--- config.mk ---
export PLATFORM = sky130hd
export DESIGN_NAME = instr_fetch_responder
export DESIGN_NICKNAME = d
export VERILOG_FILES = /design/src/rtl/fetch_pkg.sv /design/src/rtl/word_assembler.sv /design/src/rtl/instr_fetch_responder.sv
export SDC_FILE = /design/constraint.sdc
export NUM_CORES = 1
export LEC_CHECK = 0
export BUFFER_PORTS_ARGS = -buffer_cell sky130_fd_sc_hd__buf_2
export CAP_MARGIN = 30
export CORE_MARGIN = 1.5
export CORE_UTILIZATION = 45
export CTS_BUF_LIST = sky130_fd_sc_hd__clkbuf_16
export CTS_CLUSTER_DIAMETER = 50
export CTS_CLUSTER_SIZE = 25
export DETAILED_ROUTE_END_ITERATION = 7
export PLACE_DENSITY_LB_ADDON = 0.1
export SLEW_MARGIN = 20
export SYNTH_ARGS = -nofsm -noshare
export SYNTH_HDL_FRONTEND = slang
export SYNTH_HIERARCHICAL = 1
export SYNTH_SLANG_ARGS = --single-unit
--- constraint.sdc ---
create_clock -name clk -period 3.15 [get_ports clk]
set_input_delay 0.315 -clock clk [delete_from_list [all_inputs] [get_ports clk]]
set_output_delay 0.315 -clock clk [all_outputs]
set_load 0.005 [all_outputs]
--- src/rtl/fetch_pkg.sv ---
// Shared types and constants for the instruction-fetch responder.
package fetch_pkg;

    localparam int unsigned BYTES_PER_WORD = 4;
    localparam int unsigned LANE_W = $clog2(BYTES_PER_WORD);
    localparam logic [31:0] DEFAULT_NOP_WORD = 32'h0000_0000;

    typedef enum logic [1:0] {
        StIdle,
        StFetch,
        StDrain,
        StResp
    } fetch_state_e;

    // Where the word returned in RESP comes from.
    typedef enum logic [1:0] {
        RespMiss,
        RespHit,
        RespFault
    } resp_kind_e;

endpackage

--- src/rtl/word_assembler.sv ---
// Collects ROM bytes big-endian into a 32-bit word, first byte into the top lane.
module word_assembler
    import fetch_pkg::*;
(
    input  logic        clk,
    input  logic        reset,
    input  logic        clear,
    input  logic        capture_en,
    input  logic [7:0]  byte_in,
    output logic [31:0] word
);

    logic [LANE_W-1:0] lane_q, lane_d;
    logic [31:0]       word_q, word_d;

    always_comb begin
        word_d = word_q;
        lane_d = lane_q;
        if (clear) begin
            word_d = '0;
            lane_d = '0;
        end else if (capture_en) begin
            unique case (lane_q)
                2'd0: word_d[31:24] = byte_in;
                2'd1: word_d[23:16] = byte_in;
                2'd2: word_d[15:8]  = byte_in;
                2'd3: word_d[7:0]   = byte_in;
                default: word_d = word_q;
            endcase
            lane_d = lane_q + 1'b1;
        end
    end

    always_ff @(posedge clk) begin
        if (reset) begin
            word_q <= '0;
            lane_q <= '0;
        end else begin
            word_q <= word_d;
            lane_q <= lane_d;
        end
    end

    assign word = word_q;

endmodule

--- src/rtl/instr_fetch_responder.sv ---
// Fetches a 32-bit instruction from a byte-wide synchronous ROM, with a one-entry
// last-address register and a fault response for illegal PCs.
module instr_fetch_responder
    import fetch_pkg::*;
#(
    parameter int unsigned ADDR_W   = 16,
    parameter logic [31:0] NOP_WORD = DEFAULT_NOP_WORD
) (
    input  logic              clk,
    input  logic              reset,
    input  logic [31:0]       pc_in,
    input  logic              req,
    input  logic              flush,
    output logic [31:0]       instr,
    output logic              instr_valid,
    output logic              busy,
    output logic              fault,
    output logic              rom_en,
    output logic [ADDR_W-1:0] rom_addr,
    input  logic [7:0]        rom_data
);

    fetch_state_e      state_q, state_d;
    resp_kind_e        resp_kind_q, resp_kind_d;
    logic [LANE_W-1:0] issue_cnt_q, issue_cnt_d;
    logic [ADDR_W-1:0] base_q, base_d;
    logic [ADDR_W-1:0] tag_q, tag_d;
    logic              tag_valid_q, tag_valid_d;
    logic [31:0]       stored_q, stored_d;
    logic [31:0]       instr_q, instr_d;
    logic              fault_q, fault_d;

    logic        pc_fault, pc_hit;
    logic        asm_clear, asm_capture;
    logic [31:0] asm_word, resp_word;

    assign pc_fault = (pc_in[1:0] != 2'b00) || ((pc_in >> ADDR_W) != 32'd0);
    // Only consulted after pc_fault is ruled out, so the upper bits are known zero.
    assign pc_hit   = tag_valid_q && (pc_in[ADDR_W-1:0] == tag_q);

    always_comb begin
        unique case (resp_kind_q)
            RespFault: resp_word = NOP_WORD;
            RespHit:   resp_word = stored_q;
            default:   resp_word = asm_word;
        endcase
    end

    always_comb begin
        state_d     = state_q;
        resp_kind_d = resp_kind_q;
        issue_cnt_d = issue_cnt_q;
        base_d      = base_q;
        tag_d       = tag_q;
        tag_valid_d = tag_valid_q;
        stored_d    = stored_q;
        instr_d     = instr_q;
        fault_d     = fault_q;
        asm_clear   = 1'b0;
        asm_capture = 1'b0;

        unique case (state_q)
            StIdle: begin
                if (req && !flush) begin
                    if (pc_fault) begin
                        resp_kind_d = RespFault;
                        fault_d     = 1'b1;
                        state_d     = StResp;
                    end else if (pc_hit) begin
                        resp_kind_d = RespHit;
                        fault_d     = 1'b0;
                        state_d     = StResp;
                    end else begin
                        base_d      = pc_in[ADDR_W-1:0];
                        issue_cnt_d = '0;
                        asm_clear   = 1'b1;
                        state_d     = StFetch;
                    end
                end
            end
            StFetch: begin
                if (flush) begin
                    state_d = StIdle;
                end else begin
                    // Data for the previous issue arrives now; nothing is pending on issue 0.
                    asm_capture = (issue_cnt_q != '0);
                    issue_cnt_d = issue_cnt_q + 1'b1;
                    if (issue_cnt_q == LANE_W'(BYTES_PER_WORD - 1)) begin
                        state_d = StDrain;
                    end
                end
            end
            StDrain: begin
                if (flush) begin
                    state_d = StIdle;
                end else begin
                    asm_capture = 1'b1;
                    tag_d       = base_q;
                    tag_valid_d = 1'b1;
                    resp_kind_d = RespMiss;
                    fault_d     = 1'b0;
                    state_d     = StResp;
                end
            end
            StResp: begin
                instr_d = resp_word;
                if (resp_kind_q == RespMiss) begin
                    stored_d = asm_word;
                end
                state_d = StIdle;
            end
            default: state_d = StIdle;
        endcase
    end

    always_ff @(posedge clk) begin
        if (reset) begin
            state_q     <= StIdle;
            resp_kind_q <= RespMiss;
            issue_cnt_q <= '0;
            base_q      <= '0;
            tag_q       <= '0;
            tag_valid_q <= 1'b0;
            stored_q    <= '0;
            instr_q     <= '0;
            fault_q     <= 1'b0;
        end else begin
            state_q     <= state_d;
            resp_kind_q <= resp_kind_d;
            issue_cnt_q <= issue_cnt_d;
            base_q      <= base_d;
            tag_q       <= tag_d;
            tag_valid_q <= tag_valid_d;
            stored_q    <= stored_d;
            instr_q     <= instr_d;
            fault_q     <= fault_d;
        end
    end

    word_assembler u_word_assembler (
        .clk        (clk),
        .reset      (reset),
        .clear      (asm_clear),
        .capture_en (asm_capture),
        .byte_in    (rom_data),
        .word       (asm_word)
    );

    always_comb begin
        instr       = (state_q == StResp) ? resp_word : instr_q;
        instr_valid = (state_q == StResp);
        busy        = (state_q == StFetch) || (state_q == StDrain);
        fault       = fault_q;
        rom_en      = (state_q == StFetch);
        rom_addr    = rom_en ? (base_q + ADDR_W'(issue_cnt_q)) : '0;
    end

endmodule

==> impl_metrics.tcl, run 1 <==
set metrics [dict create \
    vias_per_cell 5.25 \
    yosysUniqueCellTypes 45 \
    clkTransAtPathRegs_ns 0.06 \
    syn_nets 850 \
    die_y_um 125 \
    cp_max_fo 7 \
    grt_overflow 0 \
    synth_top_cell_by_area "dfxtp_1" \
    cp.required_ns 2.83 \
    final_nets 910 \
    fmax_mhz 363 \
    ys_seq_elements 137 \
    crit_path_cell_trace "ha_1, fa_1, nand3_1, nor3_1, nand2_1, xnor2_1, and2_1, buf_2" \
    grt_max_degree 67 \
    yosys.area.top_type_share_pct 41.2 \
    die_w_um 125 \
    rsz0062_at_grt "false" \
    syn-cell-area_um2 6660 \
    fin_crit_ns 2.75 \
    seq_area_frac_synth_pct 41.2 \
    track_usage_pct 20.3 \
    holdWs_ns 0.155 \
    synth-xor-area-share_pct 3.95 \
    maxCapViolCount 0 \
    drt_iter0_drc 408 \
    area_growth_pct 15.3 \
    status "completed" \
    vias 5492 \
    hpwlAfterDp_um 10200 \
    layout_setup_ws_ns 0.397 \
    total_power_mw 5.10 \
    die_area_um2 15500 \
    cts_setup_buffers 0 \
    synth-adder-area-share_pct 3.12 \
    antenna_found_initial 0 \
    synth-simple-area-share_pct 25.2 \
    finClkSkew_ns 0.00860 \
    synthTopCellsByArea "dfxtp_1 (41%), nand2_1 (6.0%), nand3_1 (5.3%)" \
    period_share_pct 87.4 \
    insertedDiodeCount 0 \
    cts_hold_repair.buffers 0 \
    yosys_warnings 6 \
    dr.pass1.iters 5 \
    endpoint_kind "primary output" \
    initial_utilization_pct 46.0 \
    clkPwrFrac_pct 39.2 \
    synth_cells 790 \
    drive_gt1_share_pct 20.4 \
    synthMuxAreaShare_pct 2.56 \
    root_buffer "clkbuf_16" \
    grt_pass1_wl_um 25500 \
    p_comb_share_pct 23.3 \
    core_um2 14500 \
    syn_area_per_cell_um2 8.42 \
    post_drt_wl_per_cell_um 14.6 \
    finalNonFillerCells 1047 \
    cp_slowest_cell "dfxtp_1" \
    finalMaxSlewViolations 0 \
    clk_latency_ns 0.42 \
    worst_hold_path_type "input pin to flop" \
    cts_inserted_buffers 17 \
    finalSetupViolCount 0 \
    cp-start-kind "flop" \
    internal_power_mw 3.62 \
    n_fill_cell 1387 \
    reg2reg_slack_ns 0.71 \
    leakage_nw 2.82 \
    ioPinCount 96 \
    io_buffer_count 95 \
    seqPwrFrac_pct 37.5 \
    cts_tree "yes" \
    synth_compound_area_share_pct 17.7 \
    peakVddDrop_mv 0.381 \
    cts-resized-gates 0 \
    mostFrequentLayoutCells "dfxtp_1 (137), nand2_1 (107), buf_2 (94)" \
    powerDensity_nw_per_um2 665 \
    tns_ns 0 \
    path_class "flop to primary output" \
    switching_share_pct 29.1 \
    final-hold-violation-count 0 \
    num_rows 44 \
    worst_pin_slew_ns 0.691 \
    place_inst 1015 \
    final_common_cell "dfxtp_1" \
    cts_sinks 137 \
    gp_congestion 0.774 \
    antenna_left 0 \
    synth_top_family_by_area "simple AND/OR/NAND/NOR gates" \
    power_switching_mw 1.49 \
    wl_um 15300 \
    worstPathArrival_ns 2.44 \
    dp_slack_ns 0.640 \
    drcViolationCount 0 \
    cts_buffer_depth 2 \
    cts_max_level 4 \
    slowest_delay_ns 0.44 \
    grt_pass1_vias 5101 \
    relSlewSlack_pct 53.9 \
]
## metal layers
layer  global-route usage (%)  vias up  routed length (um)
li1                         -     2793                   -
met1                     27.2     2562                7470
met2                     32.0      115                7030
met3                     5.67       22                 634
met4                     5.95        0                 181
met5                        0        -                   0
## Yosys cell counts (all sizes together)
master / count
a211oi: 3
a21bo: 32
a21boi: 1
a21o: 2
a21oi: 88
a221o: 1
a311oi: 1
a31oi: 33
and2: 16
and3: 2
buf: 30
clkbuf: 35
dfxtp: 137
fa: 1
ha: 15
inv: 11
mux2i: 17
nand2: 107
nand2b: 35
nand3: 71
nand4: 5
nand4b: 1
nor2: 58
nor2b: 33
nor3: 4
nor3b: 3
nor4: 5
nor4bb: 1
o21ai: 4
o21ba: 1
o22a: 1
or2: 2
or3: 2
or4: 2
xnor2: 23
xor2: 7
## cell type report
class	count	area, um^2	share of cell area (%)
multi-input cells	577	3510	45.7
repair buffers	106	561	7.31
clock inverters	15	164	2.14
well taps	184	230	3.00
inverters	11	41.3	0.538
flip-flops and latches	137	2740	35.7
clock buffers	17	425	5.54
## final timing paths
kind                                     start                   endpoint  cells past startpoint
worst min-delay path                  pc_in[8]                  base_q[8]                      3
worst max register to register      state_q[1]  u_word_assembler/word[25]                      7
worst min register to register    stored_q[13]               stored_q[13]                      2
worst max-delay path            issue_cnt_q[0]               rom_addr[14]                      8
## flip-flops by register name, summed over array words and instances, names as in the netlist
register	cells
issue_cnt_q	2
instr_q	32
u_word_assembler/word	32
tag_valid_q	1
base_q	16
resp_kind_q	1
state_q	2
tag_q	16
stored_q	32
fault	1
u_word_assembler/lane_q	2
## logic make-up (layout without fill, tap and decap cells)
group | Yosys count | after routing
simple gates | 347 | 347
mux | 17 | 17
buf+inv | 76 | 149
xor+xnor | 30 | 30
fa+ha+maj | 16 | 16
flops | 137 | 137
compound gates | 167 | 167
## metrics by stage
step	utilization, %	instance area (um^2)
final	53.0	7670
after detailed placement	48.9	7080
after global routing	53.0	7670
after global placement	48.9	7080
after CTS	53.0	7670
after floorplan	-	6660
## critical path: cells and delay by family (launching register included)
| family | cells | cell delay (ns) |
|---|---|---|
| buffers and inverters | 1 | 0.12 |
| XOR/XNOR | 1 | 0.14 |
| AND/OR/NAND/NOR | 4 | 0.84 |
| flip-flops | 1 | 0.44 |
| adder cells (fa/ha/maj) | 2 | 0.47 |
## power by group through the flow
stage	sequential (mW)	clock (mW)	combinational, mW
2_1_floorplan	1.93	0	0.819
3_3_place_gp	1.94	0	1.17
3_5_place_dp	1.95	0	1.19
4_1_cts	1.91	2.04	1.20
5_1_grt	1.93	2.13	1.33
6_report	1.91	2.00	1.19
No activity file was read; power rests on OpenSTA's default activity.
==> inputs of run 2 (changes only) <==
clock period = 2.53 ns   (was 3.15 ns; I/O delays follow)
==> impl_metrics.tcl, run 2 (synthesized netlist as in run 1, its figures left out) <==
set metrics [dict create \
    initial_utilization_pct 46.0 \
    internal_power_mw 4.43 \
    antenna_found_initial 0 \
    final_common_cell "dfxtp_1" \
    power_switching_mw 1.84 \
    gp_congestion 0.789 \
    num_rows 44 \
    path_class "flop to primary output" \
    grt_max_degree 67 \
    insertedDiodeCount 0 \
    endpoint_kind "primary output" \
    root_buffer "clkbuf_16" \
    fmax_mhz 421 \
    cp_top_family "simple AND/OR/NAND/NOR gates" \
    crit_path_cell_trace "ha_2, fa_2, nand3_2, nor3_4, nand2_1, xnor2_1, and2_1, buf_2" \
    die_w_um 125 \
    io_buffer_count 95 \
    drcViolationCount 0 \
    wl_um 15300 \
    clk_latency_ns 0.42 \
    cts_inserted_buffers 17 \
    drive_gt1_share_pct 21.9 \
    critical_path_buf_inv_count 1 \
    die_area_um2 15500 \
    fin_crit_ns 2.37 \
    final_nets 913 \
    area_growth_pct 16.4 \
    cp-start-kind "flop" \
    cp.required_ns 2.28 \
    period_share_pct 93.8 \
    finish.utilization_pct 53.5 \
    grt_pass1_vias 5189 \
    rsz0062_at_grt "false" \
    worst_hold_path_type "input pin to flop" \
    vias_per_cell 5.21 \
    finalSetupViolCount 0 \
    worst_pin_slew_ns 0.707 \
    mostFrequentLayoutCells "dfxtp_1 (136), nand2_1 (107), buf_2 (94)" \
    hpwlAfterDp_um 10300 \
    cts_max_level 4 \
    worstPathArrival_ns 2.12 \
    vias 5455 \
    p_comb_share_pct 24.0 \
    clkPwrFrac_pct 38.1 \
    maxCapViolCount 0 \
    tns_ns 0 \
    post_drt_wl_per_cell_um 14.6 \
    cts_buffer_depth 2 \
    finClkSkew_ns 0.00929 \
    dr.pass1.iters 4 \
    cts_tree "yes" \
    powerDensity_nw_per_um2 810 \
    switching_share_pct 29.3 \
    finalMaxSlewViolations 0 \
    track_usage_pct 20.2 \
    cp_max_fo 7 \
    seqPwrFrac_pct 37.9 \
    peakVddDrop_mv 0.471 \
    grt_pass1_wl_um 25900 \
    ioPinCount 96 \
    die_y_um 125 \
    clkTransAtPathRegs_ns 0.06 \
    relSlewSlack_pct 52.9 \
    cp_slowest_cell "dfxtp_2" \
    drt_iter0_drc 318 \
    status "completed" \
    final-hold-violation-count 0 \
    leakage_nw 2.85 \
    cts_setup_buffers 0 \
    cts_sinks 137 \
    slowest_delay_ns 0.38 \
    core_um2 14500 \
    antenna_left 0 \
    reg2reg_slack_ns 0.43 \
    grt_overflow 0 \
]
run 2: cell count changes in the layout (fill, tap and decap cells not counted), moves of 2 or more:
cell / change
nand3_2: +2
clkinv_2: +3
clkinv_1: -5
nand3_1: -2
buf_12: +4
run 2: power groups by stage:
| stage | combinational (mW) | clock, mW | sequential [mW] |
|---|---|---|---|
| 4_1_cts | 1.52 | 2.44 | 2.38 |
| 2_1_floorplan | 1.02 | 0 | 2.40 |
| 3_3_place_gp | 1.49 | 0 | 2.42 |
| 6_report | 1.50 | 2.39 | 2.38 |
| 5_1_grt | 1.70 | 2.54 | 2.40 |
| 3_5_place_dp | 1.51 | 0 | 2.42 |
run 2: cell type report:
cell class | instances | area (um^2)
fillers | 1371 | 6730
clock inverters | 13 | 138
inverters | 11 | 41.3
multi-input cells | 577 | 3540
flip-flops and latches | 137 | 2740
repair buffers | 109 | 633
clock buffers | 17 | 425
well taps | 184 | 230
run 2: what timing repair did:
action / CTS / global route
endpoints found under the setup margin: 2 / 5
gates resized for setup: 4 / 4
pin swaps: 0 / 1
hold buffers: 0 / 0
run 2: path summary, 6_finish.rpt:
kind	startpoint	cells past startpoint	endpoint
max	issue_cnt_q[0]	8	rom_addr[14]
min	pc_in[9]	3	base_q[9]
max reg2reg	tag_q[9]	7	u_word_assembler/word[10]
min reg2reg	stored_q[16]	2	stored_q[16]
run 2: worst min-delay path: cells and delay by family:
kind	cells	cell delay [ns]
and+or+nand+nor	1	0.08
buffers and inverters	1	0.09
muxes	1	0.06
run 2: metal layers:
metal	global-route usage, %	routed length [um]	up-vias
met3	4.90	570	16
met4	6.69	164	0
met1	27.2	7500	2547
li1	-	-	2792
met5	0	0	-
met2	32.0	7060	100
run 2: through the flow:
stage / total power, mW / setup slack [ns] / area (um^2) / std cells / hold WS [ns]
after CTS: 6.35 / 0.0367 / 7740 / 1048 / 0.0880
after detailed placement: 3.94 / 0.203 / 7160 / 1018 / 0.447
after global placement: 3.91 / 0.229 / 7160 / 1018 / 0.443
final: 6.27 / 0.156 / 7750 / 1048 / 0.105
after global routing: 6.63 / 0.0173 / 7750 / 1048 / 0.108
after floorplan: 3.42 / 0.252 / 6660 / 790 / 0.398
==> inputs of run 3 (changes only) <==
clock period = 3.1 ns   (was 2.53 ns; I/O delays follow)
==> impl_metrics.tcl, run 3 (synthesized netlist as in run 1, its figures left out) <==
set metrics [dict create \
    clk_latency_ns 0.42 \
    power_switching_mw 1.56 \
    peakVddDrop_mv 0.381 \
    worst_hold_path_type "input pin to flop" \
    gp_congestion 0.751 \
    die_w_um 125 \
    relSlewSlack_pct 54.8 \
    final_nets 910 \
    cp_max_fo 7 \
    initial_utilization_pct 46.0 \
    grt_pass1_wl_um 25600 \
    grt_pass1_vias 5152 \
    die_area_um2 15500 \
    seqPwrFrac_pct 38.0 \
    finalMaxSlewViolations 0 \
    vias_per_cell 5.19 \
    finalSetupViolCount 0 \
    antenna_found_initial 0 \
    cts_sinks 137 \
    finish.utilization_pct 53.0 \
    final_common_cell "dfxtp_1" \
    insertedDiodeCount 0 \
    core_um2 14500 \
    leakage_nw 2.79 \
    drive_gt1_share_pct 21.2 \
    wl_um 15200 \
    layout_setup_ws_ns 0.314 \
    cp_slowest_cell "dfxtp_1" \
    grt_max_degree 67 \
    powerDensity_nw_per_um2 666 \
    crit_path_cell_trace "ha_1, fa_1, nand3_1, nor3_1, nand2_1, xnor2_1, and2_1, buf_2" \
    cts_hold_repair.buffers 0 \
    num_rows 44 \
    post_drt_wl_per_cell_um 14.5 \
    cts_max_level 4 \
    vias 5430 \
    antenna_left 0 \
    cp_top_family "simple AND/OR/NAND/NOR gates" \
    hpwlAfterDp_um 10200 \
    fin_crit_ns 2.79 \
    finClkSkew_ns 0.00714 \
    mostFrequentLayoutCells "dfxtp_1 (137), nand2_1 (107), buf_2 (94)" \
    rsz0062_at_grt "false" \
    area_growth_pct 15.3 \
    root_buffer "clkbuf_16" \
    cp-start-kind "flop" \
    clkPwrFrac_pct 38.3 \
    endpoint_kind "primary output" \
    path_class "flop to primary output" \
    drt_iter0_drc 378 \
    die_y_um 125 \
    track_usage_pct 20.1 \
    cts_tree "yes" \
    tns_ns 0 \
    switching_share_pct 30.6 \
    p_comb_share_pct 23.7 \
    cp.required_ns 2.79 \
    drcViolationCount 0 \
    worst_pin_slew_ns 0.678 \
    fmax_mhz 359 \
    final-hold-violation-count 0 \
    cts_inserted_buffers 17 \
    dr.pass1.iters 5 \
    critical_path_buf_inv_count 1 \
    slowest_delay_ns 0.44 \
    period_share_pct 89.9 \
    internal_power_mw 3.55 \
    io_buffer_count 95 \
    worstPathArrival_ns 2.48 \
    cts_buffer_depth 2 \
    maxCapViolCount 0 \
    status "completed" \
    clkTransAtPathRegs_ns 0.06 \
    dp_slack_ns 0.642 \
    cts-resized-gates 0 \
    cts_setup_buffers 0 \
    grt_overflow 0 \
    ioPinCount 96 \
]
[run 3: changes by cell type in the layout (fill, tap and decap cells not counted), sizes merged]
cell      previous run  this run
buf                109       106
bufinv               3         2
inv                 12        13
clkinv               8         4
clkinvlp             1         7
[run 3: power by group through the flow]
stage / Combinational (mW) / Sequential [mW] / Clock (mW)
3_5_place_dp: 1.22 / 1.98 / 0
3_3_place_gp: 1.19 / 1.98 / 0
5_1_grt: 1.35 / 1.95 / 2.08
2_1_floorplan: 0.832 / 1.96 / 0
6_report: 1.21 / 1.94 / 1.96
4_1_cts: 1.22 / 1.94 / 2.00
[run 3: worst paths after layout]
path / startpoint / endpoint / cells past startpoint / slack [ns]
max: issue_cnt_q[0] / rom_addr[12] / 8 / 0.31
min: pc_in[8] / base_q[8] / 3 / 0.16
max reg2reg: state_q[1] / u_word_assembler/word[28] / 7 / 0.90
min reg2reg: stored_q[17] / stored_q[17] / 2 / 0.45
[run 3: worst register-to-register path: stages (launching register included)]
cell,delay (ns)
dfxtp_1,0.34
inv_1,0.11
ha_1,0.59
a21oi_1,0.16
nor3b_2,0.28
buf_12,0.31
nand3_1,0.18
a21oi_2,0.16
[run 3: area by class of cell]
type / count / area, um^2
Clock buffer: 17 / 425
Fill cell: 1385 / 6800
Clock inverter: 15 / 155
Timing Repair Buffer: 106 / 573
Tap cell: 184 / 230
Sequential cell: 137 / 2740
Inverter: 11 / 41.3
Multi-Input combinational cell: 577 / 3510
[run 3: routing by layer]
metal | vias up | track usage (%) | wire length (um) | share of wire (%)
li1 | 2789 | - | - | -
met1 | 2544 | 27.9 | 7470 | 49
met2 | 84 | 31.1 | 7070 | 47
met3 | 13 | 4.85 | 513 | 3.4
met4 | 0 | 5.61 | 128 | 0.84
met5 | - | 0 | 0 | 0
[run 3: through the flow]
stage               std cells  hold WS, ns  power, mW  cell area (um^2)
CTS                      1047        0.146       5.16              7680
floorplan                 790        0.432       2.79              6660
global route             1047        0.169       5.38              7680
detailed placement       1015        0.447       3.19              7100
global placement         1015        0.443       3.17              7100
finish                   1047        0.161       5.11              7680
